==> src/rtl/dnn_pkg.sv <==
// Shared types and sizing for the 7-bit fixed-point inference engine and its
// downstream stages.
package dnn_pkg;

    localparam int unsigned ADDR_WIDTH  = 16;
    localparam int unsigned DATA_WIDTH  = 7;
    localparam int unsigned NUM_CLASSES = 10;
    localparam int unsigned IDX_WIDTH   = 4;

    typedef logic signed [DATA_WIDTH-1:0] score_t;

    typedef enum logic [1:0] {
        IDLE,
        SCAN,
        DONE
    } argmax_state_t;

endpackage

==> src/rtl/argmax_cmp.sv <==
// Best/second-best score registers and compare-update logic for the argmax scan.
// Second-best tracking, margin and low_conf exist only when ARGMAX_CONF_EN is defined.
module argmax_cmp
    import dnn_pkg::*;
#(
    parameter int unsigned ScoreWidth = 7,
    parameter int unsigned ConfThresh = 8
) (
    input  logic                         clk,
    input  logic                         rst_n,
    input  logic                         init_i,
    input  logic                         en_i,
    input  logic                         first_i,
    input  logic [IDX_WIDTH-1:0]         idx_i,
    input  logic signed [ScoreWidth-1:0] score_i,
    output logic signed [ScoreWidth-1:0] best_o,
`ifdef ARGMAX_CONF_EN
    input  logic                         latch_i,
    output logic [ScoreWidth-1:0]        margin_o,
    output logic                         low_conf_o,
`endif
    output logic [IDX_WIDTH-1:0]         digit_o
);

    localparam logic signed [ScoreWidth-1:0] MinScore = {1'b1, {(ScoreWidth-1){1'b0}}};

    logic signed [ScoreWidth-1:0] best_q, best_d;
    logic [IDX_WIDTH-1:0]         digit_q, digit_d;
    logic                         take;

    // Index 0 always loads so an all-minimum input still reports digit 0.
    assign take = en_i && (first_i || (score_i > best_q));

    always_comb begin
        best_d  = best_q;
        digit_d = digit_q;
        if (init_i) begin
            best_d  = MinScore;
            digit_d = '0;
        end else if (take) begin
            best_d  = score_i;
            digit_d = idx_i;
        end
    end

    always_ff @(posedge clk or negedge rst_n) begin
        if (!rst_n) begin
            best_q  <= '0;
            digit_q <= '0;
        end else begin
            best_q  <= best_d;
            digit_q <= digit_d;
        end
    end

    assign best_o  = best_q;
    assign digit_o = digit_q;

`ifdef ARGMAX_CONF_EN
    localparam logic [ScoreWidth:0] Thresh = (ScoreWidth+1)'(ConfThresh);

    logic signed [ScoreWidth-1:0] second_q, second_d;
    logic [ScoreWidth-1:0]        margin_q, margin_w;
    logic                         low_conf_q;

    always_comb begin
        second_d = second_q;
        if (init_i) begin
            second_d = MinScore;
        end else if (take) begin
            second_d = best_q;
        end else if (en_i && (score_i > second_q)) begin
            second_d = score_i;
        end
    end

    // best >= second always, so the wrapped difference is the exact 0..127 margin.
    assign margin_w = ScoreWidth'(best_q - second_q);

    always_ff @(posedge clk or negedge rst_n) begin
        if (!rst_n) begin
            second_q   <= '0;
            margin_q   <= '0;
            low_conf_q <= 1'b0;
        end else begin
            second_q <= second_d;
            if (latch_i) begin
                margin_q   <= margin_w;
                low_conf_q <= ({1'b0, margin_w} < Thresh);
            end
        end
    end

    assign margin_o   = margin_q;
    assign low_conf_o = low_conf_q;
`endif

endmodule

==> src/rtl/dnn_argmax_fix7.sv <==
// Argmax over the engine's NUM_CLASSES output scores, one per cycle via out_idx.
// Optional confidence margin outputs enabled by defining ARGMAX_CONF_EN.
module dnn_argmax_fix7
    import dnn_pkg::*;
#(
    parameter int unsigned DATA_WIDTH  = 7,
    parameter int unsigned NUM_CLASSES = 10,
    parameter int unsigned CONF_THRESH = 8
) (
    input  logic                         clk,
    input  logic                         rst_n,
    input  logic                         start_i,
    output logic [IDX_WIDTH-1:0]         out_idx_o,
    input  logic signed [DATA_WIDTH-1:0] score_i,
    output logic                         busy_o,
    output logic                         valid_o,
    output logic [IDX_WIDTH-1:0]         digit_o,
`ifdef ARGMAX_CONF_EN
    output logic [DATA_WIDTH-1:0]        margin_o,
    output logic                         low_conf_o,
`endif
    output logic signed [DATA_WIDTH-1:0] max_score_o
);

    localparam logic [IDX_WIDTH-1:0] LastIdx = IDX_WIDTH'(NUM_CLASSES - 1);

    argmax_state_t        state_q, state_d;
    logic [IDX_WIDTH-1:0] idx_q, idx_d;
    logic                 valid_q, valid_d;
    logic                 init, scan_en, latch;

    always_comb begin
        state_d   = state_q;
        idx_d     = idx_q;
        valid_d   = valid_q;
        init      = 1'b0;
        scan_en   = 1'b0;
        latch     = 1'b0;
        out_idx_o = '0;
        busy_o    = 1'b0;
        unique case (state_q)
            IDLE, DONE: begin
                if (start_i) begin
                    valid_d = 1'b0;
                    init    = 1'b1;
                    idx_d   = '0;
                    state_d = SCAN;
                end else if (state_q == DONE && !valid_q) begin
                    // One settle cycle in DONE before the result is flagged.
                    valid_d = 1'b1;
                    latch   = 1'b1;
                end
            end
            SCAN: begin
                busy_o    = 1'b1;
                out_idx_o = idx_q;
                scan_en   = 1'b1;
                if (idx_q == LastIdx) begin
                    state_d = DONE;
                end else begin
                    idx_d = idx_q + 1'b1;
                end
            end
            default: state_d = IDLE;
        endcase
    end

    always_ff @(posedge clk or negedge rst_n) begin
        if (!rst_n) begin
            state_q <= IDLE;
            idx_q   <= '0;
            valid_q <= 1'b0;
        end else begin
            state_q <= state_d;
            idx_q   <= idx_d;
            valid_q <= valid_d;
        end
    end

    assign valid_o = valid_q;

    argmax_cmp #(
        .ScoreWidth (DATA_WIDTH),
        .ConfThresh (CONF_THRESH)
    ) u_cmp (
        .clk        (clk),
        .rst_n      (rst_n),
        .init_i     (init),
        .en_i       (scan_en),
        .first_i    (idx_q == '0),
        .idx_i      (idx_q),
        .score_i    (score_i),
        .best_o     (max_score_o),
`ifdef ARGMAX_CONF_EN
        .latch_i    (latch),
        .margin_o   (margin_o),
        .low_conf_o (low_conf_o),
`endif
        .digit_o    (digit_o)
    );

endmodule
==> config.mk <==
export PLATFORM = sky130hd
export DESIGN_NAME = dnn_argmax_fix7
export DESIGN_NICKNAME = d
export VERILOG_FILES = /design/src/rtl/dnn_pkg.sv /design/src/rtl/argmax_cmp.sv /design/src/rtl/dnn_argmax_fix7.sv
export SDC_FILE = /design/constraint.sdc
export NUM_CORES = 1
export LEC_CHECK = 0
export CAP_MARGIN = 20
export CORE_ASPECT_RATIO = 1.1
export CORE_MARGIN = 2
export CORE_UTILIZATION = 49
export DETAILED_ROUTE_END_ITERATION = 7
export PLACE_DENSITY = 0.77
export SYNTH_ARGS = -nofsm -noshare
export SYNTH_HDL_FRONTEND = slang
export SYNTH_HIERARCHICAL = 1
export SYNTH_SLANG_ARGS = --single-unit
export TNS_END_PERCENT = 5
==> constraint.sdc <==
create_clock -name clk -period 2.9 [get_ports clk]
set_clock_uncertainty 0.2 [all_clocks]
set_input_delay 0.29 -clock clk [delete_from_list [all_inputs] [get_ports clk]]
set_output_delay 0.29 -clock clk [all_outputs]
set_load 0.01 [all_outputs]
# == Word level (Yosys, flattened, before mapping) ==
# Index checks and enable logic that the tools add are counted.
# op_classes
add_sub_neg,1
n_mul,0
div,0
magnitude_cmp,1
eq_ne,6
shift,0
muxes,16
n_bitwise,0
n_reduce_logical,13
# op_table
op,count
two-way mux 4 bit,5
two-way mux 7 bit,2
one-hot mux 4 bit (2 select lines),1
greater-than comparator 7 bit,1
inequality test 2 bit (second input constant),3
nonzero test 2 bit,3
two-way mux 1 bit,5
adder 4 x 1 -> 4 bit (second input constant),1
== test 4 bit (second input constant),1
zero test 4 bit,1
two-way mux 2 bit,2
one-hot mux 2 bit (2 select lines),1
AND reduction 2 bit,2
AND reduction 3 bit,1
== test 2 x 1 -> 1 bit (second input constant),1
== test 2 bit (second input constant),1
logical AND 1 bit,2
zero test 2 bit,1
OR reduction 2 bit,1
zero test 1 bit,1
logical OR 1 bit,1
# word_totals
reg_bits,18
latchBits,0
ramBits,0
mem_bits_ro,0
input_bits,10
wordCells,42
n_memories,0

# == Depth between registers and ports, before layout ==
# logic_depth
word_depth,5
depth_mapped,8

# == Cells and area by module ==
# The synthesis kept the hierarchy.
# modules_own_cells
module,instances,cells_each,area_each_um2,seq_area_each_um2
argmax_cmp,1,73,755.7,275.3
dnn_argmax_fix7,1,39,410.4,175.2

# == Worst setup path after synthesis ==
# No wires, ideal clock.
# synth_path
path_type,flip-flop to flip-flop
from,register idx_q[0]
to,register u_cmp.best_q[0] (netlist: u_cmp/best_o[0])
arrival_ns,1.865
required_ns,2.621
slack_ns,0.756
path_stages_with_launch,9
cell_sequence,dfrtp_1 inv_1 ha_1 nor3b_1 nand4b_1 o221ai_1 a31oi_2 buf_6 mux2i_1
# synth_between
elab_chain_cells,4
# synth_rtl
element,line_no,text
"start, declared",dnn_argmax_fix7.sv:28,"logic [IDX_WIDTH-1:0] idx_q, idx_d;"
"start signal, assigned",dnn_argmax_fix7.sv:75,idx_q <= idx_d;
zero test 4 bit,dnn_argmax_fix7.sv:90,".first_i (idx_q == '0),"
logical OR 1 bit,argmax_cmp.sv:32,assign take = en_i && (first_i || (score_i > best_q));
logical AND 1 bit,argmax_cmp.sv:32,
nonzero test 2 bit (no line),-,
"end signal, assigned",argmax_cmp.sv:51,best_q <= best_d;
"end, declared",argmax_cmp.sv:27,"logic signed [ScoreWidth-1:0] best_q, best_d;"
# No other way between the ends.
# A chain may end at the register's enable or synchronous reset.

# == Final worst setup path ==
# layout_path
from,register idx_q[0]
to,register u_cmp.best_q[3] (netlist: u_cmp/best_o[3])
# Same word-level chain as after synthesis.

==> impl_summary.md <==
Timing
Setup repair after global routing left no endpoint under its margin. The final count of hold timing violations is 0. Final hold analysis gives a worst-case slack of 256 ps. The count of final setup violators is 0. The time the worst path needs with I/O delays and setup is 2420 ps. The final cycle utilization of the critical path is 0.833.

Adding up every negative setup slack in the final design gives 0 ps. The highest attainable clock frequency is 414 MHz. The worst path meets setup with 485 ps of slack. The number of pins with negative max-slew slack in the final report is 0.

The tightest slew margin relative to the limit is 0.472. For the pin with the worst max-slew slack, the measured transition is 790 ps.

Critical path
The reg-to-reg setup timing slack is 480 ps. The arrival time of data at the critical path endpoint is 2420 ps. Among the stages of the critical path, the cell type that occurs most often is sky130_fd_sc_hd__buf_4. The required time of the critical path is 2900 ps. On the worst path, the slowest cell contributes a delay of 460 ps. The nature of the critical path startpoint is a flop. The critical-path maximum fanout is 8. The type of element capturing the critical path is a flop. The signal on the critical path passes through inv_1 > ha_1 > nor3b_1 > buf_4 > nand4b_1 > o221ai_1 > a31oi_2 > buf_4 > mux2i_1. The cell with the biggest individual delay on the critical path is sky130_fd_sc_hd__dfrtp_1.

The type of the worst setup path is flop to flop.

Synthesis
Dividing the synthesized area by the synthesized cell count gives 10.4 sq um. The fraction of synthesized cell area taken by the top area cell type is 0.386. Summed over all instances, the cell type with the most area after synthesis is sky130_fd_sc_hd__dfrtp_1.

In the synthesized netlist, the cells that appear most often are sky130_fd_sc_hd__nand2b_1 (21), sky130_fd_sc_hd__dfrtp_1 (18), sky130_fd_sc_hd__inv_1 (13), sky130_fd_sc_hd__mux2i_1 (13), sky130_fd_sc_hd__ha_1 (10). The count of flip-flops with a built-in enable after synthesis is 0. The number of warnings reported in the yosys synthesis log is 6. The prevailing post-synth register cell is sky130_fd_sc_hd__dfrtp_1. Counting every instance in the synthesized netlist gives 112. Sorting the synthesized cells by area gives the leading types as sky130_fd_sc_hd__dfrtp_1 (39%), sky130_fd_sc_hd__nand2b_1 (11%), sky130_fd_sc_hd__mux2i_1 (11%), sky130_fd_sc_hd__ha_1 (11%), sky130_fd_sc_hd__inv_1 (4.2%).

The area of the mapped netlist is 1170 sq um. In this run, distinct cell masters in the synthesized netlist total 29. The most common cell in the synthesized netlist is sky130_fd_sc_hd__nand2b_1.

Counting every net in the synthesized netlist gives 132. The async set-reset flop share out of synthesis is 1.00. The sequential area share after synthesis is 0.386. The synthesis-stage register bit count is 18.

Finish
The layout net count is 162. The layout has 203 filler cells. The count of inserted antenna diode cells is 0. The area added between synthesis and finish is 27.1%. The total area of multi-input combinational cells is 648 sq um.

The utilization of the core after routing is 0.658. In the final layout, the share of cells above drive strength 1 is 0.100. Across the whole layout, storage elements account for 450 sq um.

Clock tree
The number of buffers between clock root and the deepest sink is 2. Buffers inserted to repair hold after CTS numbered 0. The clock tree from TritonCTS is built. The number of gates resized after CTS was 0.

The root cell of the clock tree is sky130_fd_sc_hd__clkbuf_4. The number of clock sinks is 18. In this run, CTS created clock tree buffers numbering 3.

The clock reaches the later pin of the worst-skew pair after 280 ps. After clock tree synthesis, the setup repair step added 0 buffers. The clock transition at the registers of the reported paths is 100 ps.

The maximum level of the CTS H-tree is 1.

Routing
Once detail routing completed, the nets flagged for antenna violations numbered 0. The DRC violations left is 0. Detailed routing inserted a total of 894 vias. For this block, the initial DRC count from the detailed router was 5. The via density per instance is 5.26.

The first detailed-routing pass took 4 iterations. After detailed routing, the average wire length per cell comes to 13.5 um. The total wirelength of the detailed-routed design is 2300 um.

Pwr
The switching part of the total power is 0.396. The worst-case IR drop observed on VDD is 0.000586 V. The analysis attributes to net switching a power of 621 uW.

The part of the total power dissipated in the clock network is 0.075. The leakage component of the power is 0.000706 uW. The share of total power dissipated in sequential elements is 0.296. The total power per unit cell area is 1060 nW/um^2. The internal power of the cells totals 946 uW. The logic gate share of total power is 0.628.

Die
The chip height is 55.2 um. The floorplan step defined a core boundary enclosing 2250 sq um. The number of top-level design ports is 27. The floorplan step defined a die boundary enclosing 2790 sq um. The row count is 18. The floorplan step set the die width to 50.5 um. For this configuration, the core starts out at a cell density of 0.518.

Outcome
The flow ran to the end, and the final reports show no timing, DRC or antenna violations.

Place
The final RePlAce weighted congestion is 0.718. The count of buffers added on input and output ports is 26. The pre-CTS worst setup slack is 499 ps. The wire-length estimate of the detail-placed layout is 1740 um.

Min path
The type of the most critical hold path is input port to asynchronous set/reset pin.

GRT
The total grt overflow is 0. The aggregate global-route resource usage is 0.189. Entering global routing, the biggest net connects 25 pins.

The number of antenna violations at the first check in global routing was 0. The via count of the first global-routing pass is 889. The first global-routing pass estimated 3920 um of wire.

Run
The number of maximum-capacitance violations is 0.
==> worst paths after layout <==
kind,end,cells after the start,startpoint
setup / recovery,u_cmp/best_o[3]$_DFFE_PN0P_,9,idx_q[0]$_DFFE_PN0P_
hold / removal,u_cmp/best_o[0]$_DFFE_PN0P_,1,rst_n
setup reg to reg,u_cmp/best_o[3]$_DFFE_PN0P_,9,idx_q[0]$_DFFE_PN0P_
hold reg to reg,valid_o$_DFFE_PN0P_,2,valid_o$_DFFE_PN0P_
max in group asynchronous,state_q[0]$_DFFE_PN0P_,1,rst_n
min in group clk,valid_o$_DFFE_PN0P_,2,valid_o$_DFFE_PN0P_
==> layer usage <==
| layer | GRT usage | vias up | routed length, um |
|---|---|---|---|
| met4 | 0.0676 | 0 | 12 |
| met2 | 0.346 | 24 | 1110 |
| met3 | 0.0323 | 2 | 114 |
| met5 | 0 | - | 0 |
| met1 | 0.228 | 437 | 1070 |
| li1 | - | 431 | - |
==> metrics by stage <==
step                      instances  instance area [sq um]  total power [uW]
after floorplan                 112                   1170              1090
after global placement          167                   1460              1420
after detailed placement        167                   1460              1460
after CTS                       170                   1480              1580
after global routing            170                   1480              1710
final                           170                   1480              1570
==> flip-flops by register name (all words and copies together), names as in the netlist <==
name and cells:
u_cmp/digit_o 4, state_q 2, u_cmp/best_o 7, valid_o 1
idx_q 4
==> power by group through the flow <==
stage | Combinational (uW) | Sequential, uW | Clock (uW)
after floorplan | 611 | 484 | 0
after global placement | 956 | 462 | 0
after detailed placement | 986 | 470 | 0
after CTS | 992 | 464 | 123
after global routing | 1080 | 483 | 138
final | 985 | 464 | 118
==> area by class of cell <==
class	count	area share
clock buffers	3	0.0152
inverters	13	0.0329
multi-input cells	78	0.437
flip-flops and latches	18	0.304
well taps	30	0.0253
repair buffers	28	0.186
==> cell families (layout without fill, tap and decap cells) <==
kind of cell    after synthesis  in the layout  synth area share
compound gates                9              9            0.0751
simple gates                 44             44             0.241
buf+inv                      16             44            0.0579
fa+ha+maj                    10             10             0.107
xor+xnor                      1              1           0.00751
flops                        18             18             0.386
mux                          14             14             0.124
==> layout by cell type (no fill, tap or decap), types with 2 or more instances in the layout <==
cell                              instances
sky130_fd_sc_hd__a21o_1                   2
sky130_fd_sc_hd__a21oi_1                  2
sky130_fd_sc_hd__and2_2                   2
sky130_fd_sc_hd__buf_4                    2
sky130_fd_sc_hd__clkbuf_4                 3
sky130_fd_sc_hd__clkdlybuf4s50_1         26
sky130_fd_sc_hd__dfrtp_1                 18
sky130_fd_sc_hd__ha_1                    10
sky130_fd_sc_hd__inv_1                   13
sky130_fd_sc_hd__mux2i_1                 13
sky130_fd_sc_hd__nand2_1                  4
sky130_fd_sc_hd__nand2b_1                21
sky130_fd_sc_hd__nand3_1                  2
sky130_fd_sc_hd__nand3b_1                 2
sky130_fd_sc_hd__nor2_1                   5
==> critical path: cells and delay by family (launching register included) <==
family | cells | cell delay (ps)
muxes | 1 | 210
and+or+nand+nor | 2 | 310
AOI/OAI and AO/OA | 2 | 450
DFF | 1 | 460
adders and majority gates | 1 | 140
buffers and inverters | 3 | 560
No activity file was read; power rests on OpenSTA's default activity.
